--- src/rtl/key_scan_ctrl_pkg.sv ---
// rtl/key_scan_ctrl_pkg.sv - shared constants, debounce states and key helpers
package key_pkg;

    localparam int KEY_N  = 20;
    localparam int CODE_W = 5;

    typedef enum logic [1:0] {
        S_IDLE   = 2'd0,
        S_SETTLE = 2'd1,
        S_COMMIT = 2'd2
    } deb_state_t;

    // Index of the lowest set bit; lower keys win when several are pending.
    function automatic logic [CODE_W-1:0] lowest_idx(input logic [KEY_N-1:0] v);
        lowest_idx = '0;
        for (int i = KEY_N - 1; i >= 0; i--) begin
            if (v[i]) lowest_idx = CODE_W'(i);
        end
    endfunction

endpackage

--- src/rtl/key_scan_ctrl_if.sv ---
// rtl/key_scan_ctrl_if.sv - key event handshake between controller and consumer
interface key_scan_ctrl_if;
    import key_pkg::*;

    logic              key_valid;
    logic [CODE_W-1:0] key_code;
    logic              key_ready;

    modport master (output key_valid, output key_code, input key_ready);
    modport slave  (input key_valid, input key_code, output key_ready);

endinterface

--- src/rtl/key_fifo.sv ---
// rtl/key_fifo.sv - first-word fall-through event queue for key codes
module key_fifo #(
    parameter int DEPTH = 4,
    parameter int WIDTH = 5
) (
    input  logic                     clk,
    input  logic                     rst_n,
    input  logic                     i_push,
    input  logic [WIDTH-1:0]         i_data,
    input  logic                     i_pop,
    output logic [WIDTH-1:0]         o_head,
    output logic [$clog2(DEPTH):0]   o_count,
    output logic                     o_valid,
    output logic                     o_full
);
    localparam int AW = (DEPTH > 1) ? $clog2(DEPTH) : 1;
    localparam int CW = $clog2(DEPTH) + 1;

    logic [WIDTH-1:0] r_mem [DEPTH];
    logic [AW-1:0]    r_wr_ptr;
    logic [AW-1:0]    r_rd_ptr;
    logic [CW-1:0]    r_count;
    logic             w_do_push;
    logic             w_do_pop;

    // Fullness is judged on the pre-pop count, so a pop never makes room in the same cycle.
    assign o_valid   = (r_count != '0);
    assign o_full    = (r_count == CW'(DEPTH));
    assign w_do_push = i_push && !o_full;
    assign w_do_pop  = i_pop && o_valid;
    assign o_head    = o_valid ? r_mem[r_rd_ptr] : '0;
    assign o_count   = r_count;

    function automatic logic [AW-1:0] next_ptr(input logic [AW-1:0] p);
        next_ptr = (p == AW'(DEPTH - 1)) ? '0 : p + AW'(1);
    endfunction

    always_ff @(posedge clk or negedge rst_n) begin
        if (!rst_n) begin
            r_wr_ptr <= '0;
            r_rd_ptr <= '0;
            r_count  <= '0;
            for (int i = 0; i < DEPTH; i++) r_mem[i] <= '0;
        end else begin
            if (w_do_push) begin
                r_mem[r_wr_ptr] <= i_data;
                r_wr_ptr        <= next_ptr(r_wr_ptr);
            end
            if (w_do_pop) r_rd_ptr <= next_ptr(r_rd_ptr);
            r_count <= r_count + CW'(w_do_push) - CW'(w_do_pop);
        end
    end

endmodule

--- src/rtl/key_scan_ctrl.sv ---
// rtl/key_scan_ctrl.sv - key matrix debouncer that queues one event per new press
module key_scan_ctrl
    import key_pkg::*;
#(
    parameter int DIV    = 50000,
    parameter int STABLE = 4,
    parameter int DEPTH  = 4
) (
    input  logic                   clk,
    input  logic                   rst_n,
    input  logic [KEY_N-1:0]       raw_keys,
    output logic [KEY_N-1:0]       key_state,
    key_scan_ctrl_if.master        evt,
    output logic [$clog2(DEPTH):0] fifo_count,
    output logic                   overflow,
    input  logic                   ovf_clr
);
    localparam int PW = (DIV > 1) ? $clog2(DIV) : 1;

    logic [PW-1:0]     r_presc;
    logic [KEY_N-1:0]  r_sample;
    logic [3:0]        r_stable_cnt;
    deb_state_t        r_state;
    logic [KEY_N-1:0]  r_key_state;
    logic [KEY_N-1:0]  r_pending;
    logic              r_overflow;

    logic              w_tick;
    logic [3:0]        w_settle_cnt;
    logic [KEY_N-1:0]  w_press;
    logic              w_commit;
    logic              w_full;
    logic              w_valid;
    logic              w_push;
    logic              w_pop;
    logic [CODE_W-1:0] w_push_code;
    logic [CODE_W-1:0] w_head;
    logic [KEY_N-1:0]  w_push_mask;
    logic [KEY_N-1:0]  w_pending_left;
    logic              w_ovf_set;

    assign w_tick       = (r_presc == PW'(DIV - 1));
    assign w_settle_cnt = (raw_keys == r_sample) ? r_stable_cnt + 4'd1 : 4'd1;
    assign w_commit     = (r_state == S_COMMIT);
    assign w_press      = r_sample & ~r_key_state;

    assign w_push         = (r_pending != '0) && !w_full;
    assign w_push_code    = lowest_idx(r_pending);
    assign w_push_mask    = w_push ? (KEY_N'(1) << w_push_code) : '0;
    assign w_pending_left = r_pending & ~w_push_mask;
    // A press is lost only if its earlier event is still waiting after this cycle's push.
    assign w_ovf_set      = w_commit && ((w_press & w_pending_left) != '0);
    assign w_pop          = w_valid && evt.key_ready;

    assign key_state     = r_key_state;
    assign overflow      = r_overflow;
    assign evt.key_valid = w_valid;
    assign evt.key_code  = w_head;

    always_ff @(posedge clk or negedge rst_n) begin
        if (!rst_n) r_presc <= '0;
        else        r_presc <= w_tick ? '0 : r_presc + PW'(1);
    end

    always_ff @(posedge clk or negedge rst_n) begin
        if (!rst_n) begin
            r_state      <= S_IDLE;
            r_sample     <= '0;
            r_stable_cnt <= '0;
            r_key_state  <= '0;
        end else begin
            if (w_tick) r_sample <= raw_keys;
            case (r_state)
                S_IDLE: begin
                    if (w_tick && (raw_keys != r_key_state)) begin
                        r_stable_cnt <= 4'd1;
                        r_state      <= (STABLE == 1) ? S_COMMIT : S_SETTLE;
                    end
                end
                S_SETTLE: begin
                    if (w_tick) begin
                        if (raw_keys == r_key_state) begin
                            r_state <= S_IDLE;
                        end else begin
                            r_stable_cnt <= w_settle_cnt;
                            if (w_settle_cnt == 4'(STABLE)) r_state <= S_COMMIT;
                        end
                    end
                end
                S_COMMIT: begin
                    r_key_state <= r_sample;
                    r_state     <= S_IDLE;
                end
                default: r_state <= S_IDLE;
            endcase
        end
    end

    always_ff @(posedge clk or negedge rst_n) begin
        if (!rst_n) begin
            r_pending  <= '0;
            r_overflow <= 1'b0;
        end else begin
            r_pending <= w_pending_left | (w_commit ? w_press : '0);
            if (w_ovf_set)    r_overflow <= 1'b1;
            else if (ovf_clr) r_overflow <= 1'b0;
        end
    end

    key_fifo #(
        .DEPTH (DEPTH),
        .WIDTH (CODE_W)
    ) u_fifo (
        .clk     (clk),
        .rst_n   (rst_n),
        .i_push  (w_push),
        .i_data  (w_push_code),
        .i_pop   (w_pop),
        .o_head  (w_head),
        .o_count (fifo_count),
        .o_valid (w_valid),
        .o_full  (w_full)
    );

endmodule

--- src/flat_wrapper.sv ---
// flat-port wrapper written by rule: the top's interface ports become plain ports
module key_scan_ctrl_flat import key_pkg::*;
#(
    parameter int DIV    = 50000,
    parameter int STABLE = 4,
    parameter int DEPTH  = 4
)
  (clk, rst_n, raw_keys, key_state, fifo_count, overflow, ovf_clr, evt_key_valid, evt_key_code, evt_key_ready);
  key_scan_ctrl_if evt_i ();
  input  logic clk;
  input  logic rst_n;
  input  logic [KEY_N-1:0] raw_keys;
  output logic [KEY_N-1:0] key_state;
  output logic [$clog2(DEPTH):0] fifo_count;
  output logic overflow;
  input  logic ovf_clr;
  output wire logic [$bits(evt_i.key_valid)-1:0] evt_key_valid;
  output wire logic [$bits(evt_i.key_code)-1:0] evt_key_code;
  input wire logic [$bits(evt_i.key_ready)-1:0] evt_key_ready;
  assign evt_key_valid = evt_i.key_valid;
  assign evt_key_code = evt_i.key_code;
  assign evt_i.key_ready = evt_key_ready;
  key_scan_ctrl #(.DIV(DIV), .STABLE(STABLE), .DEPTH(DEPTH)) u_core (.clk(clk), .rst_n(rst_n), .raw_keys(raw_keys), .key_state(key_state), .evt(evt_i), .fifo_count(fifo_count), .overflow(overflow), .ovf_clr(ovf_clr));
endmodule
--- config.mk ---
export PLATFORM = sky130hd
export DESIGN_NAME = key_scan_ctrl_flat
export DESIGN_NICKNAME = d
export VERILOG_FILES = /design/src/rtl/key_scan_ctrl_pkg.sv /design/src/rtl/key_scan_ctrl_if.sv /design/src/rtl/key_fifo.sv /design/src/rtl/key_scan_ctrl.sv /design/src/flat_wrapper.sv
export SDC_FILE = /design/constraint.sdc
export NUM_CORES = 1
export LEC_CHECK = 0
export BUFFER_PORTS_ARGS = -buffer_cell sky130_fd_sc_hd__buf_4
export CAP_MARGIN = 20
export CORE_ASPECT_RATIO = 2
export CORE_MARGIN = 2
export CORE_UTILIZATION = 40
export DETAILED_ROUTE_END_ITERATION = 6
export SETUP_SLACK_MARGIN = 0.05
export SYNTH_ARGS = -nofsm -noshare
export SYNTH_HDL_FRONTEND = slang
export SYNTH_HIERARCHICAL = 1
export SYNTH_SLANG_ARGS = --single-unit
--- constraint.sdc ---
create_clock -name clk -period 2.9 [get_ports clk]
set_input_delay 0.145 -clock clk [delete_from_list [all_inputs] [get_ports clk]]
set_output_delay 0.145 -clock clk [all_outputs]
set_load 0.005 [all_outputs]
# After elaboration in Yosys (flattened, before gate mapping)
# Cells that the tools add are included.
[totals]
out_inout_bits = 30
regBits = 110
in_bits = 24
wordCells = 106
[classes]
shifts = 1
add_sub_neg = 6
n_eq_ne = 14
reduce_logical = 16
n_mux = 44
n_bitwise = 8
order_cmp = 3
[op_table]
columns = ["operator", "n"]
rows = [
  ["$mux W5", 24],
  ["$and A20 B20 Y20", 3],
  ["$eq A20 B20 Y1", 2],
  ["$mux W20", 2],
  ["$not A20 Y20", 2],
  ["$reduce_bool A20 Y1", 2],
  ["$bwmux W20", 1],
  ["$ne A20 B20 Y1", 1],
  ["$or A20 B20 Y20", 1],
  ["$shl A1 B5 Y20 const A", 1],
  ["$add A16 B1 Y16 const B", 1],
  ["$eq A16 B16 Y1 const B", 1],
  ["$mux W16", 1],
  ["$mux W4", 4],
  ["$mux W2", 6],
  ["$bmux W5 S2", 1],
  ["$demux W5 S2", 1],
  ["$pmux W4 S2", 1],
  ["$logic_and A1 B1 Y1", 7],
  ["$eq A2 B2 Y1 const B", 3],
  ["$ge A3 B3 Y1 const B", 2],
  ["$not A2 Y3", 2],
  ["$add A2 B1 Y2 const B", 2],
  ["$add A4 B1 Y4 const B", 1],
  ["17 further kinds", 20],
]

# Longest topological paths before layout
[logic_depth]
depth_word = 28
ltp_mapped = 12
mapped_depth_nobuf = 11

# Modules after synthesis
# The synthesis kept the hierarchy.
[modules_own_cells]
columns = ["mod", "cells_per_inst", "instances", "seq_area_each_um2", "area_each_um2"]
rows = [
  ["key_scan_ctrl", 492, 1, 2077.0, 4658.2],
  ["key_fifo", 92, 1, 675.6, 1322.5],
]

# Worst setup path after synthesis
# No wires, ideal clock.
[synth_timing]
path_type = "register -> register"
startpoint = "register u_core.r_pending[3]"
endpoint = "register u_core.u_fifo.r_count[2], in the netlist u_core/u_fifo/o_count[2]"
path_stages_with_launch = 13
synth_period_minus_slack_ns = 2.453
setup_ns = 0.124
required_time_ns = 2.776
setup_slack_ns = 0.447
path_buffers = 1
arrival_ns = 2.329
cell_sequence = "dfrtp_1 -> buf_6 -> nor4_4 -> nand2_1 -> nor2_1 -> a21oi_1 -> nand2b_1 -> ha_1 -> inv_1 -> ha_1 -> fa_1 -> xor2_1 -> xnor2_1"
[synth_between]
elab_chain_len = 5
[synth_lines]
columns = ["element", "line_no", "text"]
rows = [
  ["start, declared", "key_scan_ctrl.sv:25", "logic [KEY_N-1:0] r_pending;"],
  ["start signal, assigned", "key_scan_ctrl.sv:104", "r_pending <= w_pending_left | (w_commit ? w_press : '0);"],
  ["$reduce_bool A20 Y1", "key_scan_ctrl.sv:47", "assign w_push = (r_pending != '0) && !w_full;"],
  ["$logic_and A1 B1 Y1", "key_scan_ctrl.sv:47", ""],
  ["via u_core.w_push", "key_scan_ctrl.sv:34", "logic w_push;"],
  ["$logic_and A1 B1 Y1", "key_fifo.sv:29", "assign w_do_push = i_push && !o_full;"],
  ["$add A3 B1 Y3", "key_fifo.sv:50", "r_count <= r_count + CW'(w_do_push) - CW'(w_do_pop);"],
  ["$sub A3 B1 Y3", "key_fifo.sv:50", ""],
  ["end signal, assigned", "key_fifo.sv:50", ""],
  ["end, declared", "key_fifo.sv:22", "logic [CW-1:0] r_count;"],
]
# The timed path passes the listed nets, and every way through them passes these cells.
# A chain may end at the register's enable or synchronous reset.

# Worst setup path after layout
[layout_timing]
startpoint = "register u_core.r_pending[11]"
endpoint = "register u_core.r_overflow, in the netlist u_core/overflow"
[layout_between]
elab_chain_len = 20
elab_cells_between_ends = 23
classes_between = "1 x shift; 14 x mux; 3 x bitwise; 5 x reduce/logical"
[layout_lines]
columns = ["element", "line_no", "text"]
rows = [
  ["$mux W5 (12 in series)", "key_scan_ctrl_pkg.sv:17", "if (v[i]) lowest_idx = CODE_W'(i);"],
  ["$shl A1 B5 Y20", "key_scan_ctrl.sv:49", "assign w_push_mask = w_push ? (KEY_N'(1) << w_push_code) : '0;"],
  ["$mux W20", "key_scan_ctrl.sv:49", ""],
  ["$not A20 Y20", "key_scan_ctrl.sv:50", "assign w_pending_left = r_pending & ~w_push_mask;"],
  ["$and A20 B20 Y20 (*)", "key_scan_ctrl.sv:50", ""],
  ["$and A20 B20 Y20 (*)", "key_scan_ctrl.sv:52", "assign w_ovf_set = w_commit && ((w_press & w_pending_left) != '0);"],
  ["$reduce_bool A20 Y1 (*)", "key_scan_ctrl.sv:52", ""],
  ["$logic_and A1 B1 Y1 (*)", "key_scan_ctrl.sv:52", ""],
  ["$mux W1 or $reduce_bool A2 Y1 (tied branches)", "n/a", ""],
  ["end signal, assigned", "key_scan_ctrl.sv:102", "r_overflow <= 1'b0;"],
  ["end signal, assigned", "key_scan_ctrl.sv:105", "if (w_ovf_set) r_overflow <= 1'b1;"],
  ["end signal, assigned", "key_scan_ctrl.sv:106", "else if (ovf_clr) r_overflow <= 1'b0;"],
  ["end, declared", "key_scan_ctrl.sv:26", "logic r_overflow;"],
]
# Every way passes the cells marked *; elsewhere a longest branch is shown, timed or not.

==> results_dict.tcl <==
set metrics [dict create \
    area_growth_syn_to_layout_pct 18.10 \
    hp-class "in2reg" \
    final_common_cell "dfrtp_1" \
    place_congestion 1.057 \
    ys_types 70 \
    dieHeight_um 176.9 \
    layout_setup_ws_ns 0.1752 \
    rsz0062_at_grt "false" \
    antenna_found_initial 0 \
    async_flop_share_pct 100.0 \
    drive_gt1_share_pct 24.59 \
    track_usage_pct 23.57 \
    drt_wl_total_um 18080 \
    synth_seq_cells 110 \
    reg2reg_to "u_core/overflow$_DFFE_PN0P_" \
    cp_max_fo 7 \
    min_from "raw_keys[15]" \
    h-tree-depth 3 \
    synth_edf_count 0 \
    crit_path_end_kind "register" \
    start_util_pct 40.57 \
    cts_tree "built" \
    coreArea_um2 14740 \
    syn_area_per_cell_um2 10.24 \
    antenna_left 0 \
    via_count 4797 \
    layout_common_cells "110 x dfrtp_1, 83 x nand2_1, 80 x buf_4" \
    crit_type "reg2reg" \
    synth_nets 618 \
    seq_area_frac_synth_pct 46.03 \
    powerDensity_nw_per_um2 464.1 \
    die_area_um2 16010 \
    dr.pass1.iters 6 \
    wl_per_cell_um 21.07 \
    hold_viol 0 \
    hold_path_end "u_core/r_sample[15]$_DFFE_PN0N_" \
    insertion_delay_ns 0.36 \
    preCtsSetupSlack_ns -0.02864 \
    portBuffers 53 \
    rows 63 \
    place_inst 841 \
    hold_depth 3 \
    fill_cells 1429 \
    grt_remaining_overflow 0 \
    drtIter0Drc 318 \
    period_share_pct 93.96 \
    fin_crit_ns 2.725 \
    cts_buffer_depth 2 \
    clock-root-buffer "clkbuf_16" \
    synthFlopType "dfrtp_1" \
    p_leak_nw 3.362 \
    seq_area_um2 2753 \
    worst-endpoint-arrival_ns 2.97 \
    vias_per_cell 5.591 \
    netlist_area_um2 5981 \
    postCtsSetupBuffers 0 \
    io_pins 54 \
    r2r_slack_ns 0.18 \
    outcome "finished clean" \
    netlist_instances 584 \
    clock-skew-final_ns 0.01211 \
    grt_max_degree 59 \
    tightestPinTransition_ns 0.9399 \
    maxCapViolCount 0 \
    r2r_start "u_core/r_pending[11]$_DFF_PN0_" \
    nNetsFinal 692 \
    setup_viol_count_final 0 \
    grt_pass1_wl_um 28280 \
    relSlewSlack_pct 36.35 \
    start_kind "register" \
    multi_input_area_um2 3082 \
    drv_slew 0 \
    finalNonFillerCells 858 \
    reg2regPathDepth 6 \
    remaining_drc_errors 0 \
    num_antenna_cells 0 \
    numClockSinks 110 \
    vdd_drop_max_v 0.0004893 \
    clk_pin_slew_ns 0.08 \
    hpwl_um 13970 \
    grt_pass1_vias 5006 \
    dieWidth_um 90.47 \
    fmax_ghz 0.3670 \
    worstPathRequired_ns 3.15 \
    yosys_warnings 6 \
    cts_buffers 9 \
]
==> final cells by class <==
type	instances	share of cell area (%)
multi-input cells	437	43.63
flip-flops and latches	110	38.97
repair buffers	82	8.928
clock buffers	12	3.632
well taps	195	3.454
inverters	18	0.9566
clock inverters	4	0.4252
==> state kept, by name, indices dropped and copies added, names as in the netlist, 3 cells and up <==
| signal | count |
|---|---|
| u_core/key_state | 20 |
| u_core/r_sample | 20 |
| u_core/u_fifo/r_mem | 20 |
| u_core/r_pending | 20 |
| u_core/r_stable_cnt | 4 |
| u_core/r_presc | 16 |
| u_core/u_fifo/o_count | 3 |
==> how the worst max path moves through the flow <==
stage,slack (ns),endpoint,startpoint
2_1_floorplan,0.45,u_core/u_fifo/o_count[2]$_DFF_PN0_,u_core/r_pending[3]$_DFF_PN0_
3_3_place_gp,-0.03,u_core/overflow$_DFFE_PN0P_,u_core/r_pending[1]$_DFF_PN0_
3_5_place_dp,-0.03,u_core/overflow$_DFFE_PN0P_,u_core/r_pending[1]$_DFF_PN0_
4_1_cts,0.07,u_core/overflow$_DFFE_PN0P_,u_core/r_pending[1]$_DFF_PN0_
5_1_grt,0.06,u_core/u_fifo/o_count[2]$_DFF_PN0_,u_core/r_pending[9]$_DFF_PN0_
6_report,0.18,u_core/overflow$_DFFE_PN0P_,u_core/r_pending[11]$_DFF_PN0_
==> power by group <==
| group | internal, mW | switching (mW) | leakage (nW) |
|---|---|---|---|
| combinational | 0.211 | 0.209 | 1.83 |
| sequential | 1.57 | 0.0718 | 1.40 |
| clock | 0.635 | 0.579 | 0.139 |
| total | 2.42 | 0.859 | 3.36 |
==> per-layer routing <==
layer / share of wire, % / vias to the layer above / wire, µm / track usage [%]
met5: 0 / - / 0 / 0
met1: 33 / 2367 / 6034 / 22.98
met2: 56 / 171 / 10130 / 45.34
li1: - / 2194 / - / -
met4: 7.3 / 0 / 1311 / 15.83
met3: 3.3 / 65 / 604 / 2.939
==> Yosys cell counts (4+ instances only) <==
library cell,n,area share [%]
nand2_1,83,5.2
nor4_1,7,0.73
nor2_1,32,2.0
dfrtp_1,110,46
xor2_1,22,3.2
nor3_1,12,1.0
mux4_2,5,1.9
xnor2_1,34,5.0
clkbuf_1,11,0.69
inv_1,17,1.1
ha_1,9,1.9
nand3_1,13,1.1
buf_2,5,0.42
nand4_1,8,0.84
o21ai_0,46,3.8
a21oi_1,4,0.33
and2_1,9,0.94
nand2b_1,22,2.3
o31ai_1,5,0.63
nand3b_1,7,0.88
and3_1,5,0.52
a31oi_1,5,0.52
mux2_2,42,7.9
nor2b_1,9,0.94
==> through the flow <==
| step | power (mW) | instance area, µm² | utilization, % | hold slack (ns) | setup TNS (ns) |
|---|---|---|---|---|---|
| floorplan | 1.908 | 5981 | - | -0.1506 | 0 |
| global placement | 2.087 | 6753 | 45.81 | 0.2397 | -0.02910 |
| detailed placement | 2.097 | 6753 | 45.81 | 0.2407 | -0.02864 |
| CTS | 3.312 | 7049 | 47.82 | 0.01276 | 0 |
| global route | 3.430 | 7063 | 47.92 | 0.01569 | 0 |
| finish | 3.278 | 7063 | 47.92 | 0.01735 | 0 |
==> what timing repair did <==
item | 4_1_cts | 5_1_grt
gates resized for setup | 1 | 6
hold buffers | 1 | 0
endpoints found under the setup margin | 3 | 4
hold endpoints to repair | 52 | 0
==> cells by family after synthesis <==
kind of cell             Yosys count  share of synthesized area [%]
XOR/XNOR                          56                          8.201
adder cells (fa/ha/maj)           10                          2.218
AND/OR/NAND/NOR                  227                          20.06
flip-flops                       110                          46.03
multiplexers                      49                          10.29
AO/OA/AOI/OAI                     95                          10.52
buffers and inverters             37                          2.678
==> worst max-delay path: stages, from the launching register on <==
cell       delay [ns]
dfrtp_1          0.49
o311ai_1         0.85
o21ai_2          0.22
a32o_1           0.30
a2111oi_4        0.26
nand4b_1         0.14
o32a_1           0.36
No activity file was read; power rests on OpenSTA's default activity.
